File: config.mk
export PLATFORM = sky130hd
export DESIGN_NAME = message_builder
export DESIGN_NICKNAME = d
export VERILOG_FILES = /design/src/rtl/message_builder.sv
export SDC_FILE = /design/constraint.sdc
export NUM_CORES = 1
export LEC_CHECK = 0
export ABC_AREA = 1
export CORE_AREA = 2 2 152 192
export CTS_CLUSTER_DIAMETER = 30
export DETAILED_ROUTE_END_ITERATION = 8
export DIE_AREA = 0 0 154 194
export PLACE_DENSITY = 0.76
export SLEW_MARGIN = 0
export SYNTH_ARGS = -nofsm -noshare
export SYNTH_HDL_FRONTEND = slang
export SYNTH_SLANG_ARGS = --single-unit
export TNS_END_PERCENT = 50
File: constraint.sdc
create_clock -name clock -period 2.8 [get_ports clock]
set_input_delay 0.56 -clock clock [delete_from_list [all_inputs] [get_ports clock]]
set_output_delay 0.56 -clock clock [all_outputs]
set_load 0.01 [all_outputs]
File: src/rtl/message_builder.sv
// message_builder
//   Builds the 32-character ASCII frame shown by the display block. On an
//   accepted start the four channel readings are snapshotted (saturated to
//   MAX_VAL), each is converted to four BCD digits with a bit-serial
//   double-dabble, formatted into a shadow buffer, and the whole frame is
//   then published in one cycle together with a done pulse.
//
// Ports
//   clock        system clock, rising edge
//   reset        synchronous, active-low reset
//   start        frame request, sampled only while idle
//   val_ns..we   unsigned channel readings (VAL_W bits)
//   busy         high from the cycle after acceptance until done
//   done         one-cycle pulse, coincident with the message_out update
//   message_out  256-bit ASCII frame, byte n = bits [8n+7:8n]
//
// state   | meaning
// --------+-----------------------------------------------------------
// IDLE    | waiting for start
// LOAD    | load channel value into shift register, clear BCD
// SHIFT   | VAL_W double-dabble iterations
// WRITE   | store 8 formatted bytes of the channel in the shadow buffer
// PUBLISH | copy shadow to message_out, pulse done

module message_builder #(
    parameter int VAL_W   = 14,
    parameter int MAX_VAL = 9999
) (
    input  logic             clock,
    input  logic             reset,
    input  logic             start,
    input  logic [VAL_W-1:0] val_ns,
    input  logic [VAL_W-1:0] val_sn,
    input  logic [VAL_W-1:0] val_ew,
    input  logic [VAL_W-1:0] val_we,
    output logic             busy,
    output logic             done,
    output logic [255:0]     message_out
);

    localparam int CNT_W = $clog2(VAL_W);
    localparam logic [VAL_W-1:0] MAX_V    = VAL_W'(MAX_VAL);
    localparam logic [CNT_W-1:0] LAST_BIT = CNT_W'(VAL_W - 1);
    localparam logic [255:0]     SPACES   = {32{8'h20}};

    typedef enum logic [2:0] {IDLE, LOAD, SHIFT, WRITE, PUBLISH} state_t;

    state_t             state;
    state_t             state_nxt;
    logic [1:0]         ch_idx;
    logic [CNT_W-1:0]   bit_cnt;
    logic [VAL_W-1:0]   snap [4];
    logic [VAL_W-1:0]   bin;
    logic [15:0]        bcd;
    logic [15:0]        bcd_adj;
    logic [255:0]       shadow;
    logic [63:0]        chan_word;
    logic [15:0]        label;

    function automatic logic [VAL_W-1:0] sat(input logic [VAL_W-1:0] v);
        return (v > MAX_V) ? MAX_V : v;
    endfunction

    always_comb begin
        state_nxt = state;
        case (state)
            IDLE:    if (start) state_nxt = LOAD;
            LOAD:    state_nxt = SHIFT;
            SHIFT:   if (bit_cnt == LAST_BIT) state_nxt = WRITE;
            WRITE:   state_nxt = (ch_idx == 2'd3) ? PUBLISH : LOAD;
            PUBLISH: state_nxt = IDLE;
            default: state_nxt = IDLE;
        endcase
    end

    // add-3 correction applied before every shift
    always_comb begin
        bcd_adj = bcd;
        for (int i = 0; i < 4; i++) begin
            if (bcd[4*i +: 4] >= 4'd5) bcd_adj[4*i +: 4] = bcd[4*i +: 4] + 4'd3;
        end
    end

    // label stored second-char-high so byte b+0 holds the first letter
    always_comb begin
        label = "SN";
        case (ch_idx)
            2'd0: label = "SN";
            2'd1: label = "NS";
            2'd2: label = "WE";
            2'd3: label = "EW";
            default: label = "SN";
        endcase
        chan_word = {8'h20,
                     8'd48 + {4'h0, bcd[3:0]},
                     8'd48 + {4'h0, bcd[7:4]},
                     8'd48 + {4'h0, bcd[11:8]},
                     8'd48 + {4'h0, bcd[15:12]},
                     8'h3a,
                     label};
    end

    always_ff @(posedge clock) begin
        if (!reset) begin
            state       <= IDLE;
            busy        <= 1'b0;
            done        <= 1'b0;
            message_out <= SPACES;
            shadow      <= SPACES;
            ch_idx      <= 2'd0;
            bit_cnt     <= '0;
            bin         <= '0;
            bcd         <= '0;
            for (int i = 0; i < 4; i++) snap[i] <= '0;
        end else begin
            state <= state_nxt;
            done  <= 1'b0;
            case (state)
                IDLE: begin
                    if (start) begin
                        snap[0] <= sat(val_ns);
                        snap[1] <= sat(val_sn);
                        snap[2] <= sat(val_ew);
                        snap[3] <= sat(val_we);
                        ch_idx  <= 2'd0;
                        busy    <= 1'b1;
                    end
                end
                LOAD: begin
                    bin     <= snap[ch_idx];
                    bcd     <= '0;
                    bit_cnt <= '0;
                end
                SHIFT: begin
                    {bcd, bin} <= {bcd_adj, bin} << 1;
                    bit_cnt    <= bit_cnt + 1'b1;
                end
                WRITE: begin
                    shadow[{ch_idx, 6'd0} +: 64] <= chan_word;
                    ch_idx <= ch_idx + 2'd1;
                end
                PUBLISH: begin
                    message_out <= shadow;
                    done        <= 1'b1;
                    busy        <= 1'b0;
                end
                default: ;
            endcase
        end
    end

endmodule

=== After elaboration in Yosys (flattened, before gate mapping) ===
Memory sizes are Yosys's and may differ from the RTL's. A register that Yosys moved wholly into a read port is not among the register bits.
Index checks and enable logic that the tools add are counted.
W data, S select, Z words.

* RAM bits: 56
* Memories kept: 1
* Output and inout bits: 258
* Logic and storage cells: 86
* Register bits: 553

* Equal/unequal tests: 10
* Bitwise operators: 4
* Add/subtract/negate cells: 11
* Magnitude comparators: 8
* Shift operators: 2
* Reduce and logical (&&, ||, !) cells: 8
* Muxes and demuxes: 33

{| class="wikitable"
|+ Memory list
! name !! depth !! bits a word !! read ports !! clocked after memory_dff !! wr ports !! RTL line !! source
|-
| snap || 4 || 14 || 1 || 1 || 4 || 52 || <nowiki>logic [VAL_W-1:0] snap [4];</nowiki>
|}

{| class="wikitable"
|+ Operator list
! cell !! number
|-
| $bwmux W256 || 1
|-
| $shift A64 B10 Y256 const A || 1
|-
| $shiftx A64 B10 Y256 || 1
|-
| $mux W14 || 8
|-
| $pmux W16 S4 || 1
|-
| $gt A14 B14 Y1 const B || 4
|-
| $pmux W16 S2 || 1
|-
| $add A6 B4 Y7 const A || 4
|-
| $pmux W14 S2 || 1
|-
| $ge A4 B3 Y1 const B || 4
|-
| $add A4 B2 Y4 const B || 3
|-
| $mux W3 || 4
|-
| $mux W4 || 3
|-
| $pmux W3 S4 || 1
|-
| $neg A8 Y10 || 1
|-
| $pmux W4 S2 || 1
|-
| $mux W1 || 7
|-
| $eq A3 B2 Y1 const B || 2
|-
| $mux W2 || 3
|-
| $reduce_and A2 Y1 || 3
|-
| $reduce_bool A2 Y1 || 3
|-
| $add A4 B1 Y4 const B || 1
|-
| $eq A2 B2 Y1 const B || 2
|-
| $eq A4 B4 Y1 const B || 1
|-
| 11 further kinds || 15
|}

=== Longest topological paths before layout ===
* Word-level depth: 5
* Depth in mapped cells: 10
* Depth with buffers taken out: 9

=== Worst setup path before layout ===
OpenSTA, ideal clock, no wires.

* Kind: input-to-reg
* From: input reset
* To: memory snap[0][0] (enable)
* Setup time: 0.637 ns
* Stages on the path: 4
* Buffers on the path: 3
* Path slack: -0.005 ns
* Arrival: 2.168 ns
* Required time: 2.163 ns
* Cells stage by stage: buf_4 buf_2 clkbuf_1 nand2_1

{| class="wikitable"
|+ RTL lines
! what !! RTL line !! source
|-
| start, declared || 30 || <nowiki>input logic reset,</nowiki>
|-
| end, declared || 52 ||
|}

==> impl_metrics.ini <==
[run_status]
outcome = finished clean

[place]
io_buffers = 232
dp_slack_ps = 678
dpl_cell_area_um2 = 14100
dpl.hpwl_um = 20600
gp_congestion = 0.882

[worst_setup_path]
crit_path_max_fanout = 16
worst-path-buf-inv = 1
cp.required_ps = 2240
r2r_start = ch_idx[0]$_SDFFE_PN0N_
path_class = register to output port
path_cells = clkdlybuf4s50_1
startpoint = message_out[75]$_SDFFE_PN0P_
end_kind = output port
cp_slowest_cell = clkdlybuf4s50_1
critical-path-top-delay-family = buffers and inverters
crit_path_start_kind = register
cp_slowest_stage_delay_ps = 630
cp.arrival_ps = 1760

[sta]
slew_headroom_pct = 45.2
rsz0062_at_grt = false
final-hold-violation-count = 0
finalSetupViolCount = 0
worst_slack_ps = 480
fin_crit_ps = 2320
finalCritPeriodShare_pct = 82.9
worst_pin_slew_ps = 816
fin_hold_ws_ps = 400
skew_ps = 24.5
drv_slew = 0
max_freq_mhz = 431
setup_tns_ps = 0

[floorplanning]
dieArea_um2 = 29900
die_w_um = 154
rows = 69
io_pins = 317
die_h_um = 194
start_util_pct = 44.4
core-area_um2 = 28100

[cts]
htreeDepth = 2
clk_path_buf_depth = 3
cts_tree = built
cts.repair.resized = 0
clock_sinks = 277
path_clk_slew_ps = 60
cts.hold.buffers_added = 0
numCtsBuffers = 43
cts_root_buffer = clkbuf_16
cts_setup_buffers = 0
clkLatencyLatePin_ps = 540

[logic_synthesis]
yosysSeqAreaShare_pct = 49.0
synthSimpleGateAreaFrac_pct = 22.1
synth_common_cells = nand2_1, dfxtp_1, nor2_1
synth_most_common_cell = nand2_1
ys_warn_count = 0
avgSynthCellArea_um2 = 7.88
ys_seq_elements = 277
synth_adder_area_share_pct = 1.71
synthesis.area_um2 = 12500
synth_xor_area_share_pct = 0
synth_top_family_by_area = simple AND/OR/NAND/NOR gates
synth_top_area_cell = dfxtp_1
synthMuxAreaShare_pct = 0
synth_edf_count = 56
syn_inst = 1580
synth-compound-area-share_pct = 9.21
ys_types = 35
synth_top_cell_area_share_pct = 35.5
ys_top_cells_by_area = dfxtp_1, edfxtp_1, buf_4, nand2_1, nor2_1
synthFlopType = dfxtp_1
async_flop_share_pct = 0

[drt]
vias = 10011
wl_per_cell_um = 13.6
drt.antenna.violating_nets = 0
drt_first_pass_iters = 5
viasPerCell = 4.74
totalWireLength_um = 28800
drc = 0
drt-initial-drc-count = 613

[final_layout]
syn_to_final_growth_pct = 24.5
diodes = 0
finalNetCount = 1800
drive_gt1_share_pct = 7.34
stdcell_area_um2 = 15500

[grt]
grt_pass1_wl_um = 45900
grt_max_degree = 98
grt_overflow = 0
busiest_layer = met2
use_met3_pct = 3.29
grt_pass1_vias = 9351
grt_util_all_layers_pct = 18.7
grt_antenna_before_repair = 0
met2_usage_pct = 33.1
grtUsageMet1_pct = 21.4

[job]
drv_cap = 0

[hold_path]
worstHoldPathType = input pin to register
holdCritStartpoint = reset

[power_and_ir_drop]
p_leak_nw = 6.62
power_mw = 10.2
vdd_drop_max_v = 0.000403
p_per_area_nw_per_um2 = 660
==> layout by cell type, fill, tap and decap left out, types with 3 or more instances in the layout <==
master           count
nand2_4              3
clkinv_4             3
nor3_1               4
clkdlybuf4s50_1    231
inv_8                4
clkbuf_1             3
inv_6                6
a21oi_1             64
o21a_1               3
or2_2                4
o211ai_1             7
edfxtp_1            56
nor2_4               8
o22ai_1              8
clkinv_2             6
o31ai_1              3
nand2_1            322
o21ai_0            121
inv_2               16
nand2_2              6
conb_1              84
nor2_1             218
o21ai_1             13
bufinv_16            3
inv_1              162
clkinvlp_4           5
clkbuf_16           43
buf_4                9
dfxtp_1            221
nand3_1             88
ha_1                17
==> registers in the layout (all words and copies together) (netlist names), named ones only <==
register	count
ch_idx	2
busy	1
done	1
bcd	16
bit_cnt	4
state	3
snap	56
message_out	89
shadow	89
bin	14
==> logic make-up after synthesis <==
logic type,Yosys count
AND/OR/NAND/NOR,661
buffers and inverters,404
flip-flops,277
AO/OA/AOI/OAI,220
adder cells (fa/ha/maj),17
other,1
==> worst paths after layout <==
check                        endpoint  slack [ps]  cells past startpoint
max                   message_out[84]         480                      1
min           bit_cnt[2]$_SDFFE_PN0P_         400                      3
max reg2reg  shadow[139]$_SDFFE_PN0P_         700                      8
min reg2reg   shadow[61]$_SDFFE_PN1P_         440                      2
==> power by group <==
| part | total [mW] | internal (mW) | switching, mW |
|---|---|---|---|
| Clock | 5.20 | 3.22 | 1.98 |
| Sequential | 4.30 | 4.24 | 0.0605 |
| Combinational | 0.742 | 0.225 | 0.517 |
| Total | 10.2 | 7.69 | 2.56 |
==> per-layer routing <==
metal	wire length (µm)	part of all wire [%]
met1	11300	39
met2	14300	50
met3	1900	6.6
met4	1330	4.6
met5	0	0
==> per-stage QoR <==
stage          util [%]  cells
2_1_floorplan         -   1663
5_1_grt            55.3   2113
4_1_cts            55.3   2113
3_3_place_gp       50.2   2034
3_5_place_dp       50.2   2034
6_report           55.3   2113
==> cell type report <==
| cell class | instances | area (µm²) |
|---|---|---|
| Multi-Input combinational cell | 982 | 4430 |
| Tap cell | 355 | 444 |
| Sequential cell | 277 | 6110 |
| Inverter | 178 | 671 |
| Fill cell | 2514 | 12500 |
| Timing Repair Buffer | 242 | 2420 |
| Clock buffer | 48 | 1110 |
| Clock inverter | 31 | 322 |
Note: power is estimated with default switching activity, not from simulation.
